--- config.mk ---
export PLATFORM = sky130hd
export DESIGN_NAME = clk_divider_multi
export DESIGN_NICKNAME = d
export VERILOG_FILES = /design/src/rtl/clk_divider_multi.sv
export SDC_FILE = /design/constraint.sdc
export NUM_CORES = 1
export LEC_CHECK = 0
export ABC_AREA = 1
export BUFFER_PORTS_ARGS = -buffer_cell sky130_fd_sc_hd__buf_2
export CAP_MARGIN = 20
export CORE_MARGIN = 8
export CORE_UTILIZATION = 45
export CTS_CLUSTER_SIZE = 20
export DETAILED_ROUTE_END_ITERATION = 12
export PLACE_DENSITY = 0.67
export SLEW_MARGIN = 40
export SYNTH_ARGS = -nofsm -noshare
export SYNTH_HDL_FRONTEND = slang
export SYNTH_SLANG_ARGS = --single-unit
--- constraint.sdc ---
create_clock -name clkin -period 4.7 [get_ports clkin]
set_input_delay 0.94 -clock clkin [delete_from_list [all_inputs] [get_ports clkin]]
set_output_delay 0.94 -clock clkin [all_outputs]
set_load 0.02 [all_outputs]
--- src/rtl/clk_divider_multi.sv ---
// clk_divider_multi
//   NUM_CH independent programmable clock dividers running off one clock.
//   Each channel produces a square wave (high for ceil(div/2) cycles, low for
//   floor(div/2) cycles) and a one-cycle tick at the start of every period.
//   A new divisor is held as pending and only takes effect at a period
//   boundary, when the channel is disabled, or on a sync pulse. This keeps
//   the outputs free of runt pulses.
//
// Ports
//   clkin    system clock, rising edge
//   reset    synchronous active-high reset
//   cfg_we   divisor write strobe (one cycle)
//   cfg_sel  channel addressed by cfg_we; out-of-range values are ignored
//   cfg_div  divisor to write (0 halts the channel, 1 gives a constant high)
//   ch_en    per-channel enable (level)
//   sync     one-cycle pulse that restarts all enabled channels in phase
//   clkout   divided square wave per channel (registered)
//   tick     period-start pulse per channel (registered)
//   cur_div  active divisor per channel, channel c at [c*WIDTH +: WIDTH]
module clk_divider_multi #(
  parameter int NUM_CH      = 4,
  parameter int WIDTH       = 16,
  parameter int DEFAULT_DIV = 2
) (
  input  logic                                           clkin,
  input  logic                                           reset,
  input  logic                                           cfg_we,
  input  logic [((NUM_CH > 1) ? $clog2(NUM_CH) : 1)-1:0] cfg_sel,
  input  logic [WIDTH-1:0]                               cfg_div,
  input  logic [NUM_CH-1:0]                              ch_en,
  input  logic                                           sync,
  output logic [NUM_CH-1:0]                              clkout,
  output logic [NUM_CH-1:0]                              tick,
  output logic [NUM_CH*WIDTH-1:0]                        cur_div
);

  localparam int              SELW = (NUM_CH > 1) ? $clog2(NUM_CH) : 1;
  localparam logic [WIDTH-1:0] DEF = WIDTH'(DEFAULT_DIV);
  localparam logic [WIDTH-1:0] ONE = WIDTH'(1);

  for (genvar c = 0; c < NUM_CH; c++) begin : g_ch
    logic [WIDTH-1:0] cnt_q;
    logic [WIDTH-1:0] act_q;
    logic [WIDTH-1:0] pend_q;
    logic             upd_q;
    logic             run_q;
    logic             clk_q;
    logic             tick_q;

    logic             wr;
    logic             upd_eff;
    logic             restart;
    logic             live;
    logic [WIDTH-1:0] pend_eff;
    logic [WIDTH-1:0] act_new;
    logic [WIDTH-1:0] act_nxt;
    logic [WIDTH-1:0] cnt_nxt;
    logic [WIDTH:0]   hi;

    // A write in the same cycle as a restart is folded in, so a write that
    // coincides with sync (or enable-off) takes effect immediately.
    assign wr       = cfg_we && (cfg_sel == SELW'(c));
    assign pend_eff = wr ? cfg_div : pend_q;
    assign upd_eff  = wr || upd_q;
    assign act_new  = upd_eff ? pend_eff : act_q;

    // Every event that starts a fresh period: disabled, sync, first enabled
    // cycle, halted (div 0, so a later write can wake it), or the boundary.
    assign restart = !ch_en[c] || sync || !run_q || (act_q == '0) ||
                     (cnt_q == act_q - ONE);
    assign cnt_nxt = restart ? '0 : cnt_q + ONE;
    assign act_nxt = restart ? act_new : act_q;
    assign hi      = ({1'b0, act_nxt} + (WIDTH+1)'(1)) >> 1;
    assign live    = ch_en[c] && (act_nxt != '0);

    always_ff @(posedge clkin) begin
      if (reset) begin
        cnt_q  <= '0;
        act_q  <= DEF;
        pend_q <= DEF;
        upd_q  <= 1'b0;
        run_q  <= 1'b0;
        clk_q  <= 1'b0;
        tick_q <= 1'b0;
      end else begin
        cnt_q  <= cnt_nxt;
        act_q  <= act_nxt;
        pend_q <= pend_eff;
        upd_q  <= upd_eff && !restart;
        run_q  <= ch_en[c];
        clk_q  <= live && ({1'b0, cnt_nxt} < hi);
        tick_q <= live && (cnt_nxt == '0);
      end
    end

    assign clkout[c]                 = clk_q;
    assign tick[c]                   = tick_q;
    assign cur_div[c*WIDTH +: WIDTH] = act_q;
  end

endmodule

==> results.sh <==
export IMPL_post_route_util_pct=50.92
export IMPL_total_power_mw=4.418
export IMPL_ys_seq_elements=208
export IMPL_routabilityCongestion=0.9242
export IMPL_drive_above_1_share_pct=13.75
export IMPL_crit_required_ns=5.16
export IMPL_nets=2478
export IMPL_p_sw_share_pct=27.52
export IMPL_r2r_end="g_ch[2].clk_q"
export IMPL_end_kind="register"
export IMPL_row_count=67
export IMPL_vias=14390
export IMPL_crit_top_cell="nand2_1"
export IMPL_finalSetupViolCount=0
export IMPL_syn_nets=2389
export IMPL_critical_path_max_stage_delay_ns=0.37
export IMPL_coreArea_um2=33200
export IMPL_worstSetupStartpoint="g_ch[2].act_q[0]"
export IMPL_finalCriticalPeriod_ns=4.359
export IMPL_slew_headroom_pct=55.39
export IMPL_dp_cells=2789
export IMPL_post_dp_hpwl_mm=33.56
export IMPL_worstPathArrival_ns=4.82
export IMPL_n_fill_cell=3415
export IMPL_yosysMostFrequentCell="nand2_1"
export IMPL_cp_top_family="simple AND/OR/NAND/NOR gates"
export IMPL_routed_wl_mm=43.27
export IMPL_max_cap_violations=0
export IMPL_dpl_worst_slack_ns=0.1928
export IMPL_synth_distinct_cells=53
export IMPL_synthToLayoutAreaGrowth_pct=12.49
export IMPL_path_class="register to register"
export IMPL_htreeDepth=1
export IMPL_clockRootBuffer="clkbuf_16"
export IMPL_synth_seq_area_share_pct=27.71
export IMPL_cp_buffers_inverters=1
export IMPL_synth_area_per_cell_um2=6.570
export IMPL_leakagePower_nw=7.845
export IMPL_fmax_ghz=0.2294
export IMPL_dr_first_iter_drc_count=951
export IMPL_post_route_period_util_pct=92.75
export IMPL_internal_power_mw=3.202
export IMPL_p_per_area_nw_per_um2=261.4
export IMPL_async_reset_ff_share_pct=0
export IMPL_finalHoldViolCount=0
export IMPL_multi_input_area_um2=9537
export IMPL_cts_clk_slew_worst_paths_ns=0.06
export IMPL_drc=0
export IMPL_reg2reg_setup_slack_ns=0.34
export IMPL_hold_path_class="register to register"
export IMPL_synth_top_cells_by_area="dfxtp_1, nand2_1, nor2_1"
export IMPL_io_pins=98
export IMPL_clkPwrFrac_pct=44.7
export IMPL_crit_cells=28
export IMPL_final_seq_area_um2=4164
export IMPL_fin_ws_ns=0.3409
export IMPL_wl_per_cell_um=15.23
export IMPL_reg2reg_depth=28
export IMPL_grt_start_max_net_pins=189
export IMPL_synth_top_cell_by_area="dfxtp_1"
export IMPL_start_util_pct=45.26
export IMPL_p_switching_mw=1.216
export IMPL_finClkSkew_ns=0.01454
export IMPL_status="complete, no violations"
export IMPL_crit_slowest_cell="dfxtp_1"
export IMPL_dieArea_um2=39490
export IMPL_grt_pass1_wl_mm=69.04
export IMPL_rr_startpoint="g_ch[2].act_q[0]"
export IMPL_syn_inst=2287
export IMPL_synth_top_cells_by_count="nand2_1, nor2_1, inv_1"
export IMPL_first_global_vias=13480
export IMPL_worst_slew_pin_slew_ns=0.6622
export IMPL_cts_tree="done"
export IMPL_synth_warnings=0
export IMPL_pwr_share_comb_pct=13.6
export IMPL_viasPerCell=5.067
export IMPL_irDropWorstVdd_v=0.0002190
export IMPL_grt_ovfl_total=0
export IMPL_antenna_left=0
export IMPL_firstDrtPassIters=5
export IMPL_yosysTopAreaCellShare_pct=27.71
export IMPL_cts_sinks=208
export IMPL_grt_use_total_pct=21.37
export IMPL_synthFlopType="dfxtp_1"
export IMPL_cts_buffers=25
export IMPL_worst_setup_path_start_kind="register"
export IMPL_finalNonFillerCells=2840
export IMPL_portBuffers=97
export IMPL_p_seq_share_pct=41.7
export IMPL_maxSlewViolCount=0
export IMPL_holdWs_ns=0.4824
export IMPL_cts_path_max_buffers=3
export IMPL_rsz0062_at_grt="yes"
export IMPL_path_max_fanout=13
export IMPL_antenna_found_initial=0
export IMPL_synth_edf_count=0
export IMPL_ctsHoldBuffers=0
export IMPL_synthesis_area_um2=15030
export IMPL_fp_dieW_um=198.7
export IMPL_dieHeight_um=198.7
export IMPL_endpoint="g_ch[2].clk_q"
export IMPL_antenna_cells=0
export IMPL_clock_latency_ns=0.53
[cell usage in the layout, fill, tap and decap left out, drive strengths merged]
cell type    n
buf        132
xnor3        1
a21boi       1
a211oi       5
nand3      147
xor2        84
a211o        1
clkbuf      31
o21ai      109
and2         1
or2         14
nor3b        3
nor2       445
nand3b      15
dfxtp      208
clkinv       9
a21oi       47
o2111ai      2
mux2i       52
clkinvlp     2
o21bai       4
a41oi        1
bufinv       3
nor4         5
nand4       42
ha          76
inv        267
or3          1
o2111a       1
xnor2       41
a2111oi      3
nor3        70
nand2      569
[metal layers]
layer,up-vias,global-route usage (%),share of wire [%]
met4,0,5.627,2.2
met3,65,3.045,5.9
met1,6486,28.44,46
li1,7437,-,-
met2,403,35.81,46
met5,-,0,0
[worst reg2reg max path, delay by kind of cell (launching register included)]
family / cells / cell delay, ns
fa+ha+maj: 3 / 0.72
simple gates: 18 / 2.19
flops: 1 / 0.37
buf+inv: 1 / 0.14
compound gates: 6 / 0.87
[through the flow]
stage | TNS, ns | cell area, um^2
after floorplan | 0 | 15030
after global placement | 0 | 15930
after detailed placement | 0 | 15930
after CTS | 0 | 16760
after global routing | -0.06841 | 16900
final | 0 | 16900
[worst min path at each step]
stage,start,to,slack [ns],depth (start not counted)
3_5_place_dp,g_ch[1].pend_q[6],g_ch[1].pend_q[6],0.47,2
2_1_floorplan,g_ch[0].pend_q[10],g_ch[0].pend_q[10],0.45,2
5_1_grt,g_ch[1].pend_q[8],g_ch[1].pend_q[8],0.51,2
3_3_place_gp,g_ch[2].pend_q[3],g_ch[2].pend_q[3],0.47,2
6_report,g_ch[1].pend_q[4],g_ch[1].pend_q[4],0.48,2
4_1_cts,g_ch[1].pend_q[0],g_ch[1].pend_q[0],0.49,2
[sequential cells by signal, summed over array words and instances (netlist names)]
signal       count
g_ch.run_q       4
g_ch.cnt_q      64
g_ch.upd_q       4
g_ch.tick_q      4
g_ch.clk_q       4
g_ch.pend_q     64
g_ch.act_q      64
[what timing repair did]
| action | CTS | global route |
|---|---|---|
| setup buffers | 0 | 7 |
| gates resized for setup | 0 | 15 |
| setup endpoints to repair | 0 | 3 |
[final cells by class]
| type | instances | share of cell area (%) |
|---|---|---|
| Multi-Input combinational cell | 1740 | 56.42 |
| Sequential cell | 208 | 24.64 |
| Inverter | 269 | 5.974 |
| Timing Repair Buffer | 132 | 4.730 |
| Clock buffer | 31 | 4.071 |
| Tap cell | 448 | 3.316 |
| Clock inverter | 12 | 0.8513 |
[power groups by stage]
stage / Combinational [mW] / Sequential (mW) / Clock (mW)
5_1_grt: 0.674 / 1.84 / 2.09
4_1_cts: 0.590 / 1.84 / 2.02
3_3_place_gp: 0.577 / 1.88 / 0
6_report: 0.600 / 1.84 / 1.98
2_1_floorplan: 0.422 / 1.88 / 0
3_5_place_dp: 0.586 / 1.88 / 0
[logic make-up (layout without fill, tap and decap cells)]
group,count (synthesis),after routing,share of synthesized area (%)
AO/OA/AOI/OAI,174,174,6.604
XOR/XNOR,126,126,7.486
adder cells (fa/ha/maj),76,76,6.329
buffers and inverters,339,444,9.360
flip-flops,208,208,27.71
multiplexers,52,52,3.464
AND/OR/NAND/NOR,1312,1312,39.05
(Power assumes the default switching activity.)
